`src/rtl/ws2812_bit_encoder.sv`:
```
// ws2812_bit_encoder
//
// Turns a valid/ready stream of colour bits into the WS2812 single-wire
// waveform. Each accepted bit becomes one high-then-low pulse of BIT_CYC
// clocks. The high time is T1H_CYC for a '1' and T0H_CYC for a '0'. A latch
// request at a bit boundary produces a RST_CYC-long low interval that ends
// the frame.
//
// Ports
//   clk        system clock, rising edge
//   rstn       asynchronous active-low reset
//   bit_valid  bit_in is offered (held with bit_in until bit_ready)
//   bit_in     colour bit to encode
//   bit_ready  combinational; high only at an accept point
//   latch_req  level request for a latch period
//   latch_done one-cycle pulse in the first IDLE cycle after a latch
//   busy       registered; low only in IDLE
//   dout       registered WS2812 data line
//
// State table
//   state   | meaning
//   S_IDLE  | line low, waiting for a bit or a latch request
//   S_HIGH  | high phase of a bit, cnt counts from bit start
//   S_LOW   | low phase of a bit, last cycle (cnt = BIT_CYC-1) accepts
//   S_LATCH | latch low interval, cnt counts 0 .. RST_CYC-1
module ws2812_bit_encoder #(
  parameter int T0H_CYC = 20,
  parameter int T1H_CYC = 40,
  parameter int BIT_CYC = 63,
  parameter int RST_CYC = 4000,
  parameter int CNT_W   = 16
) (
  input  logic clk,
  input  logic rstn,
  input  logic bit_valid,
  input  logic bit_in,
  output logic bit_ready,
  input  logic latch_req,
  output logic latch_done,
  output logic busy,
  output logic dout
);

  if (!(CNT_W >= 1 && CNT_W <= 32 &&
        T0H_CYC > 0 && T0H_CYC < T1H_CYC && T1H_CYC < BIT_CYC &&
        RST_CYC >= 1 &&
        longint'(BIT_CYC) < (longint'(1) << CNT_W) &&
        longint'(RST_CYC) < (longint'(1) << CNT_W))) begin : g_param_check
    $error("ws2812_bit_encoder: illegal timing parameters");
  end

  localparam logic [CNT_W-1:0] T0H_LAST = CNT_W'(T0H_CYC - 1);
  localparam logic [CNT_W-1:0] T1H_LAST = CNT_W'(T1H_CYC - 1);
  localparam logic [CNT_W-1:0] BIT_LAST = CNT_W'(BIT_CYC - 1);
  localparam logic [CNT_W-1:0] RST_LAST = CNT_W'(RST_CYC - 1);

  typedef enum logic [1:0] {
    S_IDLE  = 2'd0,
    S_HIGH  = 2'd1,
    S_LOW   = 2'd2,
    S_LATCH = 2'd3
  } state_t;

  state_t           state, state_nxt;
  logic [CNT_W-1:0] cnt, cnt_nxt;
  logic             th_sel, th_sel_nxt;
  logic             done_nxt;
  logic [CNT_W-1:0] th_last;

  assign th_last = th_sel ? T1H_LAST : T0H_LAST;

  // Accept point: idle, or the final low cycle of a bit, so a streamed bit
  // starts its high phase on the very next edge with no gap.
  always_comb begin
    bit_ready = (state == S_IDLE) || ((state == S_LOW) && (cnt == BIT_LAST));
  end

  always_comb begin
    state_nxt  = state;
    cnt_nxt    = cnt + 1'b1;
    th_sel_nxt = th_sel;
    done_nxt   = 1'b0;

    case (state)
      S_IDLE: begin
        cnt_nxt = '0;
      end
      S_HIGH: begin
        if (cnt == th_last) begin
          state_nxt = S_LOW;
        end
      end
      S_LOW: begin
        // leaving LOW only happens at the accept point, handled below
      end
      S_LATCH: begin
        if (cnt == RST_LAST) begin
          state_nxt = S_IDLE;
          cnt_nxt   = '0;
          done_nxt  = 1'b1;
        end
      end
      default: begin
        state_nxt = S_IDLE;
        cnt_nxt   = '0;
      end
    endcase

    // Priority at an accept point: bit, then latch, then idle.
    if (bit_ready) begin
      cnt_nxt = '0;
      if (bit_valid) begin
        state_nxt  = S_HIGH;
        th_sel_nxt = bit_in;
      end else if (latch_req) begin
        state_nxt = S_LATCH;
      end else begin
        state_nxt = S_IDLE;
      end
    end
  end

  // dout and busy are registered from the next state so the line rises on
  // the edge right after the accept.
  always_ff @(posedge clk or negedge rstn) begin
    if (!rstn) begin
      state      <= S_IDLE;
      cnt        <= '0;
      th_sel     <= 1'b0;
      latch_done <= 1'b0;
      dout       <= 1'b0;
      busy       <= 1'b0;
    end else begin
      state      <= state_nxt;
      cnt        <= cnt_nxt;
      th_sel     <= th_sel_nxt;
      latch_done <= done_nxt;
      dout       <= (state_nxt == S_HIGH);
      busy       <= (state_nxt != S_IDLE);
    end
  end

endmodule

```
`config.mk`:
```
export PLATFORM = sky130hd
export DESIGN_NAME = ws2812_bit_encoder
export DESIGN_NICKNAME = d
export VERILOG_FILES = /design/src/rtl/ws2812_bit_encoder.sv
export SDC_FILE = /design/constraint.sdc
export NUM_CORES = 1
export LEC_CHECK = 0
export ABC_AREA = 1
export BUFFER_PORTS_ARGS = -buffer_cell sky130_fd_sc_hd__buf_2
export CAP_MARGIN = 20
export CORE_MARGIN = 2
export CORE_UTILIZATION = 50
export CTS_CLUSTER_SIZE = 24
export DETAILED_ROUTE_END_ITERATION = 10
export HOLD_SLACK_MARGIN = 0.05
export PLACE_DENSITY = 0.71
export SLEW_MARGIN = 25
export SYNTH_ARGS = -nofsm -noshare
export SYNTH_HDL_FRONTEND = slang
export SYNTH_SLANG_ARGS = --single-unit
```
`constraint.sdc`:
```
create_clock -name clk -period 1.5 [get_ports clk]
set_clock_uncertainty 0.15 [all_clocks]
set_input_delay 0.075 -clock clk [delete_from_list [all_inputs] [get_ports clk]]
set_output_delay 0.075 -clock clk [all_outputs]
set_load 0.02 [all_outputs]
```
**After elaboration in Yosys (flattened, before gate mapping)**

Cells that the tools add are included.

- Memories kept: 0
- Bits in read-only memories: 0
- Bits in latches: 0
- Word-level logic and storage cells: 31
- Input port bits: 5
- Register bits: 22
- Output and inout port bits: 4
- RAM bits: 0

- $lt $le $gt $ge: 0
- Equality and inequality tests: 7
- Reductions and logical operators: 5
- Muxes and demuxes: 12
- Multipliers: 0
- Divide/modulo/power cells: 0
- $add $sub $neg: 1
- Bitwise gates (word level): 0
- Shifts and indexed selects: 0

Operators by type and width:

| cell | count |
|---|---|
| $mux W16 | 2 |
| $pmux W16 S2 | 1 |
| $add A16 B1 Y16 const B | 1 |
| $eq A16 B12 Y1 const B | 1 |
| $eq A16 B6 Y1 | 1 |
| $eq A16 B6 Y1 const B | 1 |
| $mux W2 | 5 |
| $mux W6 | 1 |
| $eq A2 B1 Y1 const B | 2 |
| $eq A2 B2 Y1 const B | 2 |
| $pmux W2 S2 | 1 |
| $logic_not A2 Y1 | 1 |
| $mux W1 | 2 |
| $reduce_and A2 Y1 | 1 |
| $reduce_bool A2 Y1 | 1 |
| $logic_and A1 B1 Y1 | 1 |
| $logic_or A1 B1 Y1 | 1 |

**Longest topological paths before layout**

- Depth in word-level cells: 6
- Depth in mapped cells: 12

**Worst setup path after synthesis**

OpenSTA, ideal clock, no wires.

- Kind: flip-flop to flip-flop
- Start: register state[0]
- End: register dout
- Buffers on the path: 0
- Data required time: 1.230 ns
- Setup time: 0.120 ns
- Cell stages (with the launch flop): 12
- Period minus slack after synthesis: 1.594 ns
- Setup slack: -0.094 ns
- Arrival: 1.324 ns
- Path through: dfrtp_1 > inv_1 > ha_1 > nand3_1 > nor2_1 > nand2_1 > nand2_2 > nand2_1 > nor2_1 > inv_1 > nand2_2 > nor2_1

- Longest elaborated chain between the ends: 5

RTL lines:

| item | line | source |
|---|---|---|
| from (decl) | 64 | `state_t state, state_nxt;` |
| from (signal assigned) | 134 | `state <= state_nxt;` |
| $eq A2 B2 Y1 | 75 | `bit_ready = (state == S_IDLE) \|\| ((state == S_LOW) && (cnt == BIT_LAST));` |
| $logic_and A1 B1 Y1 | 75 |  |
| $logic_or A1 B1 Y1 * | 75 |  |
| via bit_ready | 37 | `output logic bit_ready,` |
| $mux W2 * | 110 | `if (bit_ready) begin` |
| via state_nxt[1] | 64 |  |
| $eq A2 B1 Y1 * | 138 | `dout <= (state_nxt == S_HIGH);` |
| to (signal assigned) | 138 |  |
| to (decl) | 41 | `output logic dout` |

Mark *: on every way through the listed nets, which the timed path passes. The rest lies on a longest branch.
A chain may end at the register's enable or synchronous reset.

**Worst setup path after layout**

- Start: register cnt[0]
- End: output port bit_ready

- Longest elaborated chain between the ends: 3

RTL lines:

| item | line | source |
|---|---|---|
| from (decl) | 65 | `logic [CNT_W-1:0] cnt, cnt_nxt;` |
| from (signal assigned) | 135 | `cnt <= cnt_nxt;` |
| $eq A16 B6 Y1 | 75 |  |
| $logic_and A1 B1 Y1 | 75 |  |
| $logic_or A1 B1 Y1 | 75 |  |
| to (decl) | 37 |  |

Every way passes these cells.

==> impl_metrics.tcl <==
set metrics [dict create \
    syn_avg_cell_area_sq_um 7.59 \
    final_core_util_pct 74.9 \
    slew_headroom_pct 65.8 \
    grt-ovfl-total 0 \
    maxSlewViolCount 0 \
    rows 18 \
    synthesis.area_sq_um 1320 \
    synthCells 174 \
    wl_mm 3.35 \
    grtUsageTotal_pct 20.3 \
    yosysSeqAreaShare_pct 41.7 \
    die_width_um 55.4 \
    pre_cts_ws_ps -186 \
    critPathMaxFanout 5 \
    dr_wl_met2_mm 1.81 \
    tritoncts "yes" \
    ys_types 24 \
    antennaDiodeCount 0 \
    yosysWarnings 0 \
    wl_met3_um 95 \
    hold_path_class "input pin to asynchronous set/reset pin" \
    viasPerCell 5.10 \
    peakVddDrop_mv 0.635 \
    violations "setup timing" \
    p_per_area_nw_per_um2 511 \
    clkTransAtPathRegs_ps 120 \
    dieArea_sq_um 3070 \
    place_congestion 0.871 \
    h-tree-depth 1 \
    syn_nets 185 \
    grt_pass1_vias 1264 \
    final_nets 230 \
    met1_length_mm 1.31 \
    dp_hpwl_mm 2.12 \
    drcViolationCount 0 \
    stdcell_count 248 \
    fmax_mhz 575 \
    setup_viol 22 \
    coreArea_sq_um 2500 \
    setup_ws_ps -238 \
    ioPinCount 9 \
    maxUsedRoutingLayer "met4" \
    tightest_slew_ps 514 \
    clockBufferDepth 2 \
    setup.worst_path.class "flop to primary output" \
    hold_viol_final 0 \
    drtAntennaViolNets 0 \
    clk_latency_ps 320 \
    p_leak_uw 0.000917 \
    cpMaxStageDelayCell "dfrtp_2" \
    wl_per_cell_um 13.5 \
    cts_sinks 22 \
    max_stage_delay_ps 460 \
    grt_start_max_net_pins 23 \
    post-place-cells 238 \
    grt_pass1_wl_mm 5.03 \
    drt_iter0_drc 24 \
    status "finished with violations" \
    rsz0062_at_grt "true" \
    final.min_clock_period_ps 1740 \
    max_cap_violations 0 \
    dr.pass1.iters 4 \
    antenna_found_initial 0 \
    die_h_um 55.4 \
    cts-root-buf "clkbuf_4" \
    path_cells "inv_2 -> ha_4 -> nand3_2 -> nor2_2 -> nand2_2 -> nand2_4 -> buf_6" \
    cts_buffers 3 \
    area_delta_synth_final_pct 41.8 \
    end_kind "primary output" \
    cp_top_family "flip-flops" \
    port_buffers 8 \
    vias 1264 \
    synth.ff_latch_count 22 \
    drive_gt1_share_pct 42.2 \
    period_share_pct 116 \
    required_ps 1270 \
    arrival_ps 1510 \
    crit_buf_inv 2 \
    start_kind "flop" \
    initial_core_util_pct 52.9 \
]
[worst paths after layout]
| kind | startpoint | to | slack [ps] | cells after the start |
|---|---|---|---|---|
| max reg2reg | cnt[1] | cnt[11] | -230 | 9 |
| min reg2reg | cnt[15] | cnt[15] | 440 | 2 |
| max in group asynchronous | rstn | cnt[0] | 740 | 2 |
| min in group clk | bit_in | th_sel | 400 | 4 |
| min | rstn | cnt[7] | 90 | 2 |
| max | cnt[0] | bit_ready | -240 | 7 |
[per-stage QoR]
stage	hold WS, ps	power, uW	setup TNS [ps]	cell area, sq um
floorplan	-371	605	-397	1340
global placement	-83.4	621	-919	1610
detailed placement	-80.5	622	-1780	1610
CTS	102	963	-2220	1730
global route	143	984	-4910	1870
finish	88.0	956	-3010	1870
[placed cells by master (no fill, tap or decap), types with 7 or more instances in the layout]
cell,netlist,layout
nor2_1,43,33
nand2_1,32,28
buf_4,0,27
inv_1,24,21
dfrtp_1,22,19
nor2_2,2,9
nand2_2,7,9
buf_2,0,7
[synth_stat cells, drive strengths merged]
library cell / n / area [sq um]
nor3b: 1 / 7.51
dfrtp: 22 / 551
ha: 6 / 75.1
a21oi: 3 / 22.5
inv: 26 / 97.6
or2: 1 / 6.26
xnor2: 2 / 17.5
nand2: 41 / 186
nor3: 4 / 20.0
nor2: 47 / 196
o21a: 1 / 7.51
nand4: 2 / 12.5
xor2: 5 / 43.8
buf: 1 / 11.3
nand3: 10 / 55.1
a31oi: 1 / 6.26
o21ai: 1 / 5.00
[sequential cells by signal, summed over array words and instances, names as in the netlist]
register,count
state,2
cnt,16
latch_done,1
th_sel,1
busy,1
dout,1
[report_power, final]
| part | switching, uW | internal, uW |
|---|---|---|
| combinational | 15.1 | 10.5 |
| clock | 189 | 149 |
| sequential | 0 | 593 |
[per-layer routing]
layer / track usage (%) / vias up
met1: 21.2 / 610
met3: 2.11 / 13
met2: 40.1 / 25
met4: 8.36 / 0
met5: 0 / -
li1: - / 616
[cell families (layout without fill, tap and decap cells)]
kind of cell | count (synthesis) | in the layout | synth area share, %
AND/OR/NAND/NOR | 106 | 107 | 36.6
flip-flops | 22 | 22 | 41.7
XOR/XNOR | 7 | 7 | 4.64
buffers and inverters | 27 | 70 | 8.24
adder cells (fa/ha/maj) | 6 | 6 | 5.68
AO/OA/AOI/OAI | 6 | 6 | 3.13
[repair_timing]
action	in CTS	in global routing
pin swaps	2	9
setup endpoints to repair	22	22
gates cloned	0	1
hold buffers	4	0
resized for setup	10	32
buffers inserted	0	1
hold endpoints to repair	27	0
[layout make-up]
cell class / instances / area, sq um
Multi-Input combinational cell: 126 / 847
Sequential cell: 22 / 554
Tap cell: 30 / 37.5
Inverter: 26 / 97.6
Timing Repair Buffer: 40 / 300
Clock buffer: 4 / 36.3
Fill cell: 166 / 627
Power figures use the tool's default switching activity.
